--- config.mk ---
export PLATFORM = sky130hd
export DESIGN_NAME = fetch_sequencer_flat
export DESIGN_NICKNAME = d
export VERILOG_FILES = /design/src/rtl/cpu_pkg.sv /design/src/rtl/fetch_sequencer_if.sv /design/src/rtl/next_pc_calc.sv /design/src/rtl/fetch_sequencer.sv /design/src/flat_wrapper.sv
export SDC_FILE = /design/constraint.sdc
export NUM_CORES = 1
export LEC_CHECK = 0
export ABC_AREA = 0
export CORE_MARGIN = 2
export CORE_UTILIZATION = 50
export DETAILED_ROUTE_END_ITERATION = 16
export GPL_ROUTABILITY_DRIVEN = 0
export GPL_TIMING_DRIVEN = 0
export PLACE_DENSITY = 0.83
export SLEW_MARGIN = 10
export SYNTH_ARGS = -nofsm -noshare
export SYNTH_HDL_FRONTEND = slang
export SYNTH_SLANG_ARGS = --single-unit
--- constraint.sdc ---
create_clock -name clk -period 5.7 [get_ports clk]
set_clock_uncertainty 0.1 [all_clocks]
set_input_delay 1.14 -clock clk [delete_from_list [all_inputs] [get_ports clk]]
set_output_delay 1.14 -clock clk [all_outputs]
set_load 0.02 [all_outputs]
--- src/rtl/cpu_pkg.sv ---
// Shared definitions for the 16-bit multi-cycle CPU: opcodes, branch
// encodings, the fetch sequencer state type and default bus widths.
package cpu_pkg;

  localparam int ADDR_WIDTH_DEF = 16;
  localparam int INST_WIDTH_DEF = 16;

  // Opcodes carried in inst[15:12]
  localparam logic [3:0] OP_ALU  = 4'h0;
  localparam logic [3:0] OP_LW   = 4'h1;
  localparam logic [3:0] OP_SW   = 4'h2;
  localparam logic [3:0] OP_BLT  = 4'h3;
  localparam logic [3:0] OP_BGT  = 4'h4;
  localparam logic [3:0] OP_BEQ  = 4'h5;
  localparam logic [3:0] OP_JMP  = 4'h6;
  localparam logic [3:0] OP_HALT = 4'hF;

  // Branch condition selected by control
  typedef enum logic [1:0] {
    BR_NONE = 2'b00,
    BR_BEQ  = 2'b01,
    BR_BGT  = 2'b10,
    BR_BLT  = 2'b11
  } branch_t;

  // Fetch sequencer states
  typedef enum logic [1:0] {
    ST_IDLE   = 2'b00,
    ST_FETCH  = 2'b01,
    ST_ISSUE  = 2'b10,
    ST_HALTED = 2'b11
  } fetch_state_t;

endpackage

--- src/rtl/fetch_sequencer_if.sv ---
// Instruction memory request/ready handshake between the fetch sequencer
// (master) and instruction memory (slave).
interface fetch_sequencer_if
  import cpu_pkg::*;
#(
  parameter int ADDR_WIDTH = ADDR_WIDTH_DEF,
  parameter int INST_WIDTH = INST_WIDTH_DEF
) ();

  logic                  imem_req;
  logic [ADDR_WIDTH-1:0] imem_addr;
  logic [INST_WIDTH-1:0] imem_rdata;
  logic                  imem_ready;

  modport master (
    output imem_req,
    output imem_addr,
    input  imem_rdata,
    input  imem_ready
  );

  modport slave (
    input  imem_req,
    input  imem_addr,
    output imem_rdata,
    output imem_ready
  );

endinterface

--- src/rtl/next_pc_calc.sv ---
// Combinational next-PC selection: jump target, conditional branch target
// or sequential PC + 2. All sums wrap at the address width; range checking
// is left to the following fetch.
module next_pc_calc
  import cpu_pkg::*;
#(
  parameter int ADDR_WIDTH = ADDR_WIDTH_DEF
) (
  input  logic [ADDR_WIDTH-1:0] pc,
  input  logic [11:0]           offset,   // inst[11:0] of the current instruction
  input  logic                  jump,
  input  logic [1:0]            branch,
  input  logic                  cmp_eq,
  input  logic                  cmp_lt,
  input  logic                  cmp_gt,
  output logic [ADDR_WIDTH-1:0] next_pc
);

  logic [ADDR_WIDTH-1:0] seq_pc;
  logic [ADDR_WIDTH-1:0] jump_off;
  logic [ADDR_WIDTH-1:0] branch_off;
  logic                  take_branch;

  // Offsets are word counts, so sign-extend and shift left by one
  assign seq_pc     = pc + ADDR_WIDTH'(2);
  assign jump_off   = {{(ADDR_WIDTH-13){offset[11]}}, offset, 1'b0};
  assign branch_off = {{(ADDR_WIDTH-9){offset[7]}}, offset[7:0], 1'b0};

  // Evaluate the branch condition against the comparator flags
  always_comb begin
    take_branch = 1'b0;
    case (branch)
      BR_BEQ:  take_branch = cmp_eq;
      BR_BGT:  take_branch = cmp_gt;
      BR_BLT:  take_branch = cmp_lt;
      default: take_branch = 1'b0;
    endcase
  end

  // Jump has priority if control ever asserts both jump and branch
  always_comb begin
    next_pc = seq_pc;
    if (jump) begin
      next_pc = seq_pc + jump_off;
    end else if (take_branch) begin
      next_pc = seq_pc + branch_off;
    end
  end

endmodule

--- src/rtl/fetch_sequencer.sv ---
// Instruction fetch and PC sequencing unit. Fetches one instruction per
// FETCH/ISSUE pair over the imem handshake, presents it to control during
// ISSUE and advances the PC from control's jump/branch/halt response.
module fetch_sequencer
  import cpu_pkg::*;
#(
  parameter int                    ADDR_WIDTH = ADDR_WIDTH_DEF,
  parameter int                    INST_WIDTH = INST_WIDTH_DEF,
  parameter int                    IMEM_BYTES = 512,
  parameter logic [ADDR_WIDTH-1:0] RESET_PC   = '0
) (
  input  logic                  clk,
  input  logic                  rst_n,
  fetch_sequencer_if.master     imem,
  output logic [3:0]            op_code,
  output logic [3:0]            func_code,
  output logic [INST_WIDTH-1:0] inst,
  output logic                  inst_valid,
  output logic [ADDR_WIDTH-1:0] pc,
  input  logic                  jump,
  input  logic                  halt,
  input  logic [1:0]            branch,
  input  logic                  cmp_eq,
  input  logic                  cmp_lt,
  input  logic                  cmp_gt,
  input  logic                  stall,
  output logic                  inst_memory_exception,
  output logic                  halted
);

  fetch_state_t          state_reg, state_next;
  logic [ADDR_WIDTH-1:0] pc_reg, pc_next;
  logic [INST_WIDTH-1:0] inst_reg, inst_next;
  logic                  exc_reg, exc_next;
  logic [ADDR_WIDTH-1:0] target_pc;
  logic                  pc_in_range;

  // Compare one bit wider so an IMEM_BYTES of 2^ADDR_WIDTH still works
  assign pc_in_range = ({1'b0, pc_reg} < (ADDR_WIDTH+1)'(IMEM_BYTES));

  next_pc_calc #(
    .ADDR_WIDTH (ADDR_WIDTH)
  ) u_next_pc_calc (
    .pc      (pc_reg),
    .offset  (inst_reg[11:0]),
    .jump    (jump),
    .branch  (branch),
    .cmp_eq  (cmp_eq),
    .cmp_lt  (cmp_lt),
    .cmp_gt  (cmp_gt),
    .next_pc (target_pc)
  );

  // State, PC, instruction latch and sticky exception flag
  always_ff @(posedge clk or negedge rst_n) begin
    if (!rst_n) begin
      state_reg <= ST_IDLE;
      pc_reg    <= RESET_PC;
      inst_reg  <= '0;
      exc_reg   <= 1'b0;
    end else begin
      state_reg <= state_next;
      pc_reg    <= pc_next;
      inst_reg  <= inst_next;
      exc_reg   <= exc_next;
    end
  end

  // Next-state logic: fetch, issue with halt > stall > advance, park in HALTED
  always_comb begin
    state_next = state_reg;
    pc_next    = pc_reg;
    inst_next  = inst_reg;
    exc_next   = exc_reg;
    case (state_reg)
      ST_IDLE: begin
        state_next = ST_FETCH;
      end
      ST_FETCH: begin
        if (!pc_in_range) begin
          // No request goes out; hand control a zero word plus the flag so it halts
          exc_next   = 1'b1;
          inst_next  = '0;
          state_next = ST_ISSUE;
        end else if (imem.imem_ready) begin
          inst_next  = imem.imem_rdata;
          state_next = ST_ISSUE;
        end
      end
      ST_ISSUE: begin
        if (halt) begin
          state_next = ST_HALTED;
        end else if (!stall) begin
          pc_next    = target_pc;
          state_next = ST_FETCH;
        end
      end
      ST_HALTED: begin
        state_next = ST_HALTED;
      end
      default: begin
        state_next = ST_IDLE;
      end
    endcase
  end

  // Handshake and status outputs decode straight from registered state, so
  // reset clears them without waiting for a clock edge
  assign imem.imem_req          = (state_reg == ST_FETCH) && pc_in_range;
  assign imem.imem_addr         = pc_reg;
  assign inst_valid             = (state_reg == ST_ISSUE);
  assign halted                 = (state_reg == ST_HALTED);
  assign inst_memory_exception  = exc_reg;
  assign pc                     = pc_reg;
  assign inst                   = inst_reg;
  assign op_code                = inst_reg[15:12];
  assign func_code              = inst_reg[3:0];

endmodule

--- src/flat_wrapper.sv ---
// flat-port wrapper written by rule: the top's interface ports become plain ports
module fetch_sequencer_flat import cpu_pkg::*;
#(
  parameter int                    ADDR_WIDTH = ADDR_WIDTH_DEF,
  parameter int                    INST_WIDTH = INST_WIDTH_DEF,
  parameter int                    IMEM_BYTES = 512,
  parameter logic [ADDR_WIDTH-1:0] RESET_PC   = '0
)
  (clk, rst_n, op_code, func_code, inst, inst_valid, pc, jump, halt, branch, cmp_eq, cmp_lt, cmp_gt, stall, inst_memory_exception, halted, imem_imem_req, imem_imem_addr, imem_imem_rdata, imem_imem_ready);
  fetch_sequencer_if #(.ADDR_WIDTH(ADDR_WIDTH), .INST_WIDTH(INST_WIDTH)) imem_i ();
  input  logic clk;
  input  logic rst_n;
  output logic [3:0] op_code;
  output logic [3:0] func_code;
  output logic [INST_WIDTH-1:0] inst;
  output logic inst_valid;
  output logic [ADDR_WIDTH-1:0] pc;
  input  logic jump;
  input  logic halt;
  input  logic [1:0] branch;
  input  logic cmp_eq;
  input  logic cmp_lt;
  input  logic cmp_gt;
  input  logic stall;
  output logic inst_memory_exception;
  output logic halted;
  output wire logic [$bits(imem_i.imem_req)-1:0] imem_imem_req;
  output wire logic [$bits(imem_i.imem_addr)-1:0] imem_imem_addr;
  input wire logic [$bits(imem_i.imem_rdata)-1:0] imem_imem_rdata;
  input wire logic [$bits(imem_i.imem_ready)-1:0] imem_imem_ready;
  assign imem_imem_req = imem_i.imem_req;
  assign imem_imem_addr = imem_i.imem_addr;
  assign imem_i.imem_rdata = imem_imem_rdata;
  assign imem_i.imem_ready = imem_imem_ready;
  fetch_sequencer #(.ADDR_WIDTH(ADDR_WIDTH), .INST_WIDTH(INST_WIDTH), .IMEM_BYTES(IMEM_BYTES), .RESET_PC(RESET_PC)) u_core (.clk(clk), .rst_n(rst_n), .imem(imem_i), .op_code(op_code), .func_code(func_code), .inst(inst), .inst_valid(inst_valid), .pc(pc), .jump(jump), .halt(halt), .branch(branch), .cmp_eq(cmp_eq), .cmp_lt(cmp_lt), .cmp_gt(cmp_gt), .stall(stall), .inst_memory_exception(inst_memory_exception), .halted(halted));
endmodule
======== Word level (Yosys, flattened, before mapping) ========
Cells that the tools add are included.
Widths: inputs -> output; s select.
storage, ports and cells
  logic and storage cells ................. 36
  bits in registers ....................... 35
  output and inout port bits .............. 60
cells by class
  muxes and demuxes ....................... 10
  add/sub/neg operators ................... 3
  reductions and logical operators ........ 6
  bitwise operators ....................... 3
  eq/ne operators ......................... 9
  $lt $le $gt $ge ......................... 1
operators by type and width
  cell                   count
  $mux 16                4
  $add 16x16->16         2
  $add 16x2->16 const B  1
  $lt 16x10->1 const B   1
  $eq 2x2->1 const B     4
  $mux 2                 4
  $pmux 2 s4             1
  $ne 3x3->1 const B     2
  $reduce_and 2->1       3
  $eq 2x1->1 const B     2
  $not 1->1              3
  $pmux 1 s3             1
  $reduce_and 3->1       1
  $logic_not 2->1        1
  $ne 2x2->1 const B     1
  $logic_and 1x1->1      1

======== Depth between registers and ports, before layout ========
Gate-level depths: netlist of the first run.
  word-level depth ........................ 4
  mapped depth ............................ 13
  gate-level depth less buffers ........... 12

======== Cells and area by module ========
Synthesis of the first run repeated with hierarchy kept, for this count alone.
second synthesis, totals
  cells, all modules ...................... 339
  area total of the unflattened synthesis .. 3169.3 um^2
by module, submodules not included
  module           cells each  sequential area each (um^2)  area each (um^2)  times used
  next_pc_calc     224         0.0                          1610.3            1
  fetch_sequencer  115         875.8                        1559.0            1

======== Least setup slack after synthesis of the first run ========
OpenSTA, ideal clock, no wires.
  path type ............................... reg-to-reg
  start point ............................. register u_core.pc_reg[3] (netlist: u_core.imem.imem_addr[3])
  end point ............................... register u_core.pc_reg[15] (netlist: u_core.imem.imem_addr[15])
  buffers on the path ..................... 1
  clock period less this slack ............ 3118 ps
  path slack .............................. 2582 ps
  arrival time ............................ 2886 ps
  stages on the path, launching flop included .. 14
  cell sequence ........................... dfrtp_1 -> nand2_1 -> nor3_1 -> nand4_1 -> xnor2_1 -> ha_1 -> clkbuf_1 -> a21oi_1 -> nor2_1 -> a211oi_1 -> o211ai_1 -> mux2_2 -> a211oi_1 -> a311oi_1
between the ends
  longest elaborated chain between the ends .. 4
  elaborated cells on any way between the ends .. 5
ends and longest elaborated chain
  element                   RTL line               text
  start: declaration        fetch_sequencer.sv:32  logic [ADDR_WIDTH-1:0] pc_reg, pc_next;
  start signal: assignment  fetch_sequencer.sv:63  pc_reg <= pc_next;
  $add 16x2->16 (*)         next_pc_calc.sv:25     assign seq_pc = pc + ADDR_WIDTH'(2);
  $add 16x16->16            next_pc_calc.sv:46     next_pc = seq_pc + branch_off;
  $mux 16                   next_pc_calc.sv:45     end else if (take_branch) begin
  $mux 16 (*)               next_pc_calc.sv:43     if (jump) begin
Every way passes the cells marked *; elsewhere a longest branch is shown, timed or not.
A chain may end at the register's enable or synchronous reset.

======== Worst setup path in the final report of the first run ========
Same ends and word-level chain as after synthesis.

==> results by group, run 1 <==
Synthesis
  • Area contributors post-synth: dfrtp_1 27%, ha_1 10%, buf_4 6.2%, xnor2_1 5.3%, a22o_1 4.2%
  • Synth unique cells: 66
  • Yosys top cell area share: 27.1%
  • Mux share of post-synthesis cell area: 2.47%
  • Synth Area in XOR/XNOR: 7.86%
  • Yosys warns: 0
  • Seq/Total Area, Yosys: 27.1%
  • Combinational family with the most area after synthesis: compound AO/OA/AOI/OAI gates
  • Most common cell in the netlist: dfrtp_1
  • Main synth FF type: dfrtp_1
  • Mapped cell area: 3140 µm²
  • Synth Area in Compound Gates: 24.1%
  • Simple-gate share of the synthesized area: 18.0%
  • Cell taking the most area after synthesis: dfrtp_1
  • Flops & latches, synth: 34
  • Share of flip-flops with an asynchronous set or reset: 100%
  • Syn Area/Cell: 8.52 µm²
  • Most instantiated cells after synthesis: 34 x dfrtp_1, 33 x nand2_1, 33 x nor2_1
  • Post-synthesis adder-cell area fraction: 10.6%
  • Synth Instances: 368
  • Post-synth EDFFs: 0

Min path
  • Worst min-delay path class: flop to flop

Finish
  • # diodes: 0
  • Multi-input logic area: 1990 µm²
  • Reg area: 851 µm²
  • Max reg flops: 16
  • P&R area growth vs syn: 34.1%
  • # nets final: 513
  • Share of cells above drive strength 1: 11.5%
  • Fill cells: 488
  • Post-layout util: 70.2%
  • Final Non-Filler Cells: 536

Critical path
  • Worst Path Arrival: 3.85 ns
  • Data required, critical path: 5.76 ns
  • Peak fanout along the critical path: 8
  • CP Buf/Inv Count: 1
  • Crit path capture type: flop
  • Critical-path top delay cell: dfrtp_1
  • Largest delay share family, worst path: simple AND/OR/NAND/NOR gates
  • Max stage delay on crit path: 0.49 ns
  • Critical path launch point type: flop
  • Crit path kind: flop to flop
  • CP cell instances: nand2_1 > nor3_1 > nand4_1 > xnor2_1 > ha_1 > clkbuf_1 > nand4_1 > nor2_1 > o211ai_1 > o211ai_1 > mux2_2 > a211oi_1 > a311oi_1

STA
  • Max Freq: 264 MHz
  • Setup-failing EPs final: 0
  • Post-route minimum period: 3.79 ns
  • Worst hold slack: 0.385 ns
  • RSZ-0062 raised after global routing: false
  • Hold Vio Cnt, Final: 0
  • Slew @ Worst Pin: 0.749 ns
  • Max-Slew Margin vs Limit: 50.0%
  • Final Max Tran Viols: 0
  • Period Utilization, post-route: 66.5%
  • TNS Setup: 0 ns

Routing
  • Routed len/inst: 16.1 µm
  • Total routed wirelength: 8.61 mm
  • DRC viols: 0
  • Initial DRC count: 218
  • Post-route ant nets: 0
  • Vias/cell: 5.85
  • First-pass DRT Iterations: 5
  • Via Count: 3138

Placement
  • Placed cells: 528
  • Post-DP HPWL: 6.71 mm
  • Port bufs: 84

Die
  • Row cnt: 28
  • Die ar.: 6920 µm²
  • Starting Density: 52.4%
  • Die width: 83.2 µm
  • Die height: 83.2 µm
  • Core box area: 5990 µm²
  • I/O pin cnt: 87

Power and ir drop
  • Int Power: 800 µW
  • Sw frac: 40.3%
  • Clk pwr share: 20.5%
  • Net Sw Power: 540 µW
  • Max VDD drop: 0.000168 V
  • Sequential share of power: 26.0%
  • Total Power: 1.34 mW
  • Leakage: 1.79 nW
  • Part of the power in combinational logic: 53.5%
  • Pwr dens: 318 nW/µm²

CTS
  • CTS resizes: 0
  • Reg clk slew, reported paths: 0.08 ns
  • Post-CTS setup buffers: 0
  • Worst-Skew Late Latency: 0.30 ns
  • Clock sinks: 34
  • Clock tree buffer depth: 2
  • CTS tree: yes
  • Cts hold-fix bufs: 0
  • Root Buffer: clkbuf_8
  • H-tree depth: 2
  • TritonCTS buffer count: 5

Global routing
  • Grt total ovfl: 0
  • Initial antenna violation count: 0
  • First-pass GRT wire length: 14.1 mm
  • Vias in the first global route: 2890
  • Total track usage: 24.6%
  • Largest net degree at the start of global routing: 35

Flow run
  • Maxcap violations: 0

Status
  • Outcome: completed
==> logic make-up after synthesis <==
kind of cell,after synthesis
AOI/OAI and AO/OA,109
other,1
buffers and inverters,49
adders and majority gates,26
muxes,7
and+or+nand+nor,116
DFF,34
xor gates and xnor gates,26
==> per-stage QoR <==
| step | setup WS, ns | instance area (µm²) |
|---|---|---|
| floorplan | 2.58 | 3140 |
| global placement | 2.21 | 4080 |
| detailed placement | 2.11 | 4070 |
| CTS | 1.99 | 4210 |
| global route | 1.66 | 4210 |
| finish | 1.91 | 4210 |
==> power groups by stage <==
stage / Sequential (mW) / Clock (mW) / Combinational (mW)
2_1_floorplan: 0.388 / 0 / 0.409
6_report: 0.348 / 0.275 / 0.716
4_1_cts: 0.347 / 0.276 / 0.711
3_5_place_dp: 0.351 / 0 / 0.704
3_3_place_gp: 0.349 / 0 / 0.686
5_1_grt: 0.356 / 0.287 / 0.770
==> final cells by class <==
| type | count | area share [%] |
|---|---|---|
| sequential | 34 | 20.2 |
| clock inverter | 3 | 1.64 |
| tap | 75 | 2.23 |
| clock buffer | 5 | 1.64 |
| buffer | 37 | 6.16 |
| multi-input combinational | 286 | 47.2 |
| timing repair buffer | 84 | 19.9 |
| inverter | 12 | 1.07 |
==> cells in the final DEF, fill, tap and decap left out, drive strengths merged, types with 4 or more instances in the layout <==
cell            n
nor2b           4
xor2            7
xnor2          19
nor2           34
nand4           8
dfrtp          34
o21a            5
nand2b          4
nand3           6
a21oi          25
clkdlybuf4s50  83
clkbuf         14
nand2          33
buf            29
o21ai          21
inv            12
nor3           10
a211oi          5
a31oi           8
mux2i           4
ha             25
a22o           15
o211ai          5
==> final timing paths <==
path                            slack [ns]  cells after the start                    startpoint                            to
min in group asynchronous             0.80                      1                         rst_n                u_core.inst[2]
worst max-delay path                  1.91                     13      u_core.imem.imem_addr[3]     u_core.imem.imem_addr[15]
worst min-delay path                  0.39                      1  u_core.inst_memory_exception  u_core.inst_memory_exception
worst min register to register        0.39                      1  u_core.inst_memory_exception  u_core.inst_memory_exception
worst max register to register        1.91                     13      u_core.imem.imem_addr[3]     u_core.imem.imem_addr[15]
max in group asynchronous             4.22                      1                         rst_n     u_core.imem.imem_addr[10]
==> routing by layer <==
metal  vias to the layer above  track usage (%)  routed length (µm)
met3                        23             3.08                 583
met4                         0             7.75                 189
met2                       149             40.8                4150
met1                      1465             33.3                3700
li1                       1501                -                   -
met5                         -                0                   0
No activity file was read; power rests on OpenSTA's default activity.
==> run 2, diff against run 1 <==
--- a/config.mk
+++ b/config.mk
@@ -7,11 +7,11 @@
 export LEC_CHECK = 0
 export ABC_AREA = 0
 export CORE_MARGIN = 2
-export CORE_UTILIZATION = 50
+export CORE_UTILIZATION = 44
 export DETAILED_ROUTE_END_ITERATION = 16
 export GPL_ROUTABILITY_DRIVEN = 0
 export GPL_TIMING_DRIVEN = 0
-export PLACE_DENSITY = 0.83
+export PLACE_DENSITY = 0.77
 export SLEW_MARGIN = 10
 export SYNTH_ARGS = -nofsm -noshare
 export SYNTH_HDL_FRONTEND = slang
==> constraint.sdc (replaced) <==
create_clock -name clk -period 3.33 [get_ports clk]
set_clock_uncertainty 0.1 [all_clocks]
set_input_delay 0.666 -clock clk [delete_from_list [all_inputs] [get_ports clk]]
set_output_delay 0.666 -clock clk [all_outputs]
set_load 0.02 [all_outputs]
==> run 2 against run 1 <==
Via count is essentially flat. Non-clock buffer count grew 2. Sequential share of layout area shrank 0.51 points. Largest cell class unchanged. Utilization shrank 6.5 points. Power grew 75%. Critical path depth shrank 1.
==> results by group, run 2 (synthesis results as in run 1) <==
STA
  • Post-route minimum period: 3.29 ns
  • Slack of the critical path: 0.0439 ns
  • Worst hold slack: 0.333 ns
  • Setup-failing EPs final: 0
  • Final Max Tran Viols: 0
  • Max-Slew Margin vs Limit: 49.5%
  • Hold Vio Cnt, Final: 0
  • Slew @ Worst Pin: 0.757 ns
  • Period Utilization, post-route: 98.7%
  • Max Freq: 304 MHz

Routing
  • Post-route ant nets: 0
  • Vias/cell: 5.62
  • DRC viols: 0
  • Routed len/inst: 16.1 µm
  • Initial DRC count: 261
  • Via Count: 3140
  • First-pass DRT Iterations: 5
  • Total routed wirelength: 8.98 mm

CTS
  • Root Buffer: clkbuf_8
  • Worst-Skew Late Latency: 0.30 ns
  • H-tree depth: 2
  • Clock sinks: 34
  • Clock tree buffer depth: 2
  • TritonCTS buffer count: 5
  • Reg clk slew, reported paths: 0.08 ns
  • CTS tree: yes

Status
  • Outcome: completed

Critical path
  • Critical-path top delay cell: dfrtp_2
  • Peak fanout along the critical path: 7
  • CP cell instances: nand4_1 > nor2_1 > nand3_1 > xnor2_2 > ha_1 > nand4_1 > nor2_1 > o211ai_1 > o211ai_1 > mux2_2 > a211oi_1 > a311oi_1
  • Data required, critical path: 3.41 ns
  • Max stage delay on crit path: 0.45 ns
  • Largest delay share family, worst path: simple AND/OR/NAND/NOR gates
  • Crit path capture type: flop
  • Reg-to-reg setup timing slack: 0.04 ns
  • Critical path launch point type: flop
  • Worst Path Arrival: 3.36 ns
  • CP Buf/Inv Count: 0
  • Crit path kind: flop to flop

Finish
  • # nets final: 515
  • P&R area growth vs syn: 38.8%
  • Share of cells above drive strength 1: 16.8%
  • # diodes: 0
  • Max reg flops: 16
  • Most common cell after layout, fill and taps aside: clkdlybuf4s50_1
  • Final instance area: 4350 µm²
  • Commonest cells after routing, fill and taps aside: 83 x clkdlybuf4s50_1, 32 x nand2_1, 32 x nor2_1

Die
  • Die width: 88.4 µm
  • Row cnt: 30
  • I/O pin cnt: 87
  • Core box area: 6830 µm²
  • Die ar.: 7820 µm²
  • Starting Density: 45.9%
  • Die height: 88.4 µm

Placement
  • Port bufs: 84
  • DP Area: 4100 µm²
  • Post-DP HPWL: 6.84 mm
  • Placement Setup Slack: -0.189 ns

Global routing
  • First-pass GRT wire length: 14.2 mm
  • Vias in the first global route: 2969
  • Grt total ovfl: 0
  • Largest net degree at the start of global routing: 35
  • Initial antenna violation count: 0
  • Total track usage: 23.4%

Power and ir drop
  • Max VDD drop: 0.000273 V
  • Total Power: 2.34 mW
  • Pwr dens: 538 nW/µm²
  • Leakage: 1.85 nW

Min path
  • Worst min-delay path class: input pin to asynchronous set/reset pin

Flow run
  • Maxcap violations: 0
-- run 2: layout make-up --
| class | count | area (µm²) |
|---|---|---|
| multi-input combinational | 286 | 2080 |
| clock buffer | 5 | 68.8 |
| buffer | 36 | 255 |
| sequential | 34 | 858 |
| tap | 96 | 120 |
| clock inverter | 3 | 68.8 |
| inverter | 12 | 45.0 |
| timing repair buffer | 87 | 858 |
| fill | 586 | 2480 |
-- run 2: per-layer routing --
layer / global-route usage (%) / share of wire (%) / vias up
met5: 0 / 0 / -
met4: 7.02 / 2.4 / 0
met3: 4.85 / 7.1 / 31
met2: 39.7 / 48 / 154
met1: 30.0 / 43 / 1448
li1: - / - / 1507
-- run 2: worst paths after layout --
| path | startpoint | to | depth (start not counted) |
|---|---|---|---|
| hold / removal | rst_n | u_core.inst[2] | 1 |
| hold reg to reg | u_core.inst_memory_exception | u_core.inst_memory_exception | 1 |
| min in group clk | u_core.inst_memory_exception | u_core.inst_memory_exception | 1 |
| setup / recovery | u_core.imem.imem_addr[7] | u_core.imem.imem_addr[15] | 12 |
| setup reg to reg | u_core.imem.imem_addr[7] | u_core.imem.imem_addr[15] | 12 |
| max in group asynchronous | rst_n | u_core.imem.imem_addr[6] | 1 |
-- run 2: stage by stage --
step	util, %	setup TNS (ns)	std cells
after floorplan	-	0	369
after global placement	60.0	-0.173	549
after detailed placement	60.0	-0.189	549
after CTS	62.4	0	556
after global routing	63.7	-0.0467	559
final	63.7	0	559
-- run 2: repair_timing --
item / CTS / global route
buffers inserted: 0 / 3
setup endpoints to repair: 2 / 6
pin swaps: 0 / 2
gates resized for setup: 7 / 17
hold buffers: 0 / 0
cloned: 0 / 0
-- run 2: power breakdown --
part	total [mW]	switching (mW)	internal [mW]
Clock	0.474	0.174	0.300
Sequential	0.604	0.120	0.484
Combinational	1.26	0.652	0.613
Total	2.34	0.946	1.40
==> run 3, diff against run 2 <==
--- a/config.mk
+++ b/config.mk
@@ -7,11 +7,11 @@
 export LEC_CHECK = 0
 export ABC_AREA = 0
 export CORE_MARGIN = 2
-export CORE_UTILIZATION = 44
+export CORE_UTILIZATION = 49
 export DETAILED_ROUTE_END_ITERATION = 16
 export GPL_ROUTABILITY_DRIVEN = 0
 export GPL_TIMING_DRIVEN = 0
-export PLACE_DENSITY = 0.77
+export PLACE_DENSITY = 0.81
 export SLEW_MARGIN = 10
 export SYNTH_ARGS = -nofsm -noshare
 export SYNTH_HDL_FRONTEND = slang
==> constraint.sdc (replaced) <==
create_clock -name clk -period 3.4 [get_ports clk]
set_clock_uncertainty 0.1 [all_clocks]
set_input_delay 0.68 -clock clk [delete_from_list [all_inputs] [get_ports clk]]
set_output_delay 0.68 -clock clk [all_outputs]
set_load 0.02 [all_outputs]
==> run 3 against run 2 <==
Clock-buffer cell count unchanged. Die area fell by 9.8%. Design area fell by 0.80%. Worst hold slack gained 0.019 ns. Sequential share of layout area is 0.22 points higher. First-iteration DRC count increased by 11%. Worst setup slack better by 0.017 ns. Fmax is 1.6% lower. Clock power is 3% lower. Sequential power down 2%. Via count rose by 0.16%. Largest power group unchanged. Highest routed layer unchanged.
==> results by group, run 3 (synthesis results as in run 1) <==
Status
  • Outcome: completed

Global routing
  • Grt met3 use: 3.56%
  • GRT busiest layer: met2
  • Grt total ovfl: 0
  • Vias in the first global route: 2881
  • Met1 Track Usage GR: 33.3%
  • Largest net degree at the start of global routing: 35
  • First-pass GRT wire length: 14.1 mm
  • Initial antenna violation count: 0
  • Met2 usage: 41.3%
  • Total track usage: 24.8%

CTS
  • Reg clk slew, reported paths: 0.08 ns
  • Clock sinks: 34
  • Root Buffer: clkbuf_8
  • CTS tree: yes
  • H-tree depth: 2
  • Worst-Skew Late Latency: 0.30 ns
  • Clock tree buffer depth: 2
  • TritonCTS buffer count: 5

Die
  • Die ar.: 7060 µm²
  • Die height: 84.0 µm
  • Row cnt: 29
  • I/O pin cnt: 87
  • Core box area: 6280 µm²
  • Die width: 84.0 µm
  • Starting Density: 50.0%

Critical path
  • Worst Path Arrival: 3.41 ns
  • Critical path launch point type: flop
  • Peak fanout along the critical path: 8
  • Max stage delay on crit path: 0.44 ns
  • Crit path kind: flop to flop
  • CP cell instances: nand4_1 > nor3_2 > nand4_1 > xnor2_2 > ha_4 > nand4_1 > nor2_1 > o211ai_1 > o211ai_1 > mux2_2 > a211oi_1 > a311oi_1
  • Critical-path top delay cell: dfrtp_2
  • RR Startpoint: u_core.imem.imem_addr[5]
  • Crit path top cell by count: nand4_1
  • Data required, critical path: 3.47 ns
  • Crit path capture type: flop
  • Crit. Startpoint: u_core.imem.imem_addr[5]

Routing
  • Routed len/inst: 16.2 µm
  • Post-route ant nets: 0
  • First-pass DRT Iterations: 5
  • Vias/cell: 5.83
  • Via Count: 3145
  • Initial DRC count: 291
  • DRC viols: 0
  • Total routed wirelength: 8.71 mm

Finish
  • P&R area growth vs syn: 37.7%
  • # diodes: 0
  • Share of cells above drive strength 1: 16.5%
  • Fill cells: 529
  • Max reg flops: 16
  • Commonest cells after routing, fill and taps aside: 83 x clkdlybuf4s50_1, 33 x nand2_1, 32 x nor2_1
  • Final instance area: 4320 µm²
  • Most common cell after layout, fill and taps aside: clkdlybuf4s50_1
  • # nets final: 514
  • Final Non-Filler Cells: 539

Placement
  • Post-DP HPWL: 6.68 mm
  • Port bufs: 84
  • DP Area: 4070 µm²
  • Placed cells: 530
  • Placement Setup Slack: -0.170 ns

STA
  • Slack of the critical path: 0.0608 ns
  • Slew @ Worst Pin: 0.771 ns
  • Max Freq: 299 MHz
  • Hold Vio Cnt, Final: 0
  • Max-Slew Margin vs Limit: 48.6%
  • Worst hold slack: 0.353 ns
  • RSZ-0062 raised after global routing: true
  • Setup-failing EPs final: 0
  • Final Max Tran Viols: 0
  • Post-route minimum period: 3.34 ns
  • Period Utilization, post-route: 98.2%

Power and ir drop
  • Pwr dens: 528 nW/µm²
  • Total Power: 2.28 mW
  • Leakage: 1.83 nW
  • Max VDD drop: 0.000349 V

Flow run
  • Maxcap violations: 0

Min path
  • Worst min-delay path class: input pin to asynchronous set/reset pin
[run 3: worst max-delay path: cells and delay by family, from the launching register on]
family	cells	cell delay, ns
XOR/XNOR	1	0.24
adder cells (fa/ha/maj)	1	0.35
flip-flops	1	0.44
AND/OR/NAND/NOR	5	1.00
AO/OA/AOI/OAI	4	0.71
multiplexers	1	0.37
[run 3: path summary, 6_finish.rpt]
check	endpoint	slack [ns]	cells after the start
worst max register to register	u_core.imem.imem_addr[15]	0.06	12
worst max-delay path	u_core.imem.imem_addr[15]	0.06	12
max in group asynchronous	u_core.imem.imem_addr[8]	2.31	1
worst min register to register	u_core.inst_memory_exception	0.36	1
worst min-delay path	u_core.inst[1]	0.35	1
min in group clk	u_core.inst_memory_exception	0.36	1
[run 3: metal layers]
metal  routed length, µm  part of all wire [%]
met4                 153                   1.8
met1                3700                    42
met2                4240                    49
met5                   0                     0
met3                 615                   7.1
[run 3: per-stage QoR]
step                      TNS (ns)  util [%]
final                            0      68.8
after global routing        -0.122      68.8
after CTS                        0      67.3
after detailed placement    -0.170      64.9
after global placement     -0.0934      65.0
after floorplan                  0         -
[run 3: area by class of cell]
cell class | count | area [µm²] | share of cell area (%)
clock inverter | 3 | 68.8 | 1.59
tap | 77 | 96.3 | 2.23
multi-input combinational | 286 | 2070 | 48.0
timing repair buffer | 86 | 851 | 19.7
inverter | 12 | 45.0 | 1.04
clock buffer | 5 | 68.8 | 1.59
sequential | 34 | 861 | 19.9
buffer | 36 | 255 | 5.91
[run 3: what timing repair did]
action	4_1_cts	5_1_grt
hold buffers	0	0
pin swaps	0	2
setup buffers	0	2
endpoints found under the setup margin	1	6
gates resized for setup	4	21
[run 3: power breakdown]
group          switching, mW  total (mW)  internal (mW)
Combinational          0.632        1.23          0.598
Clock                  0.165       0.459          0.294
Sequential             0.117       0.592          0.475
Total                  0.913        2.28           1.37
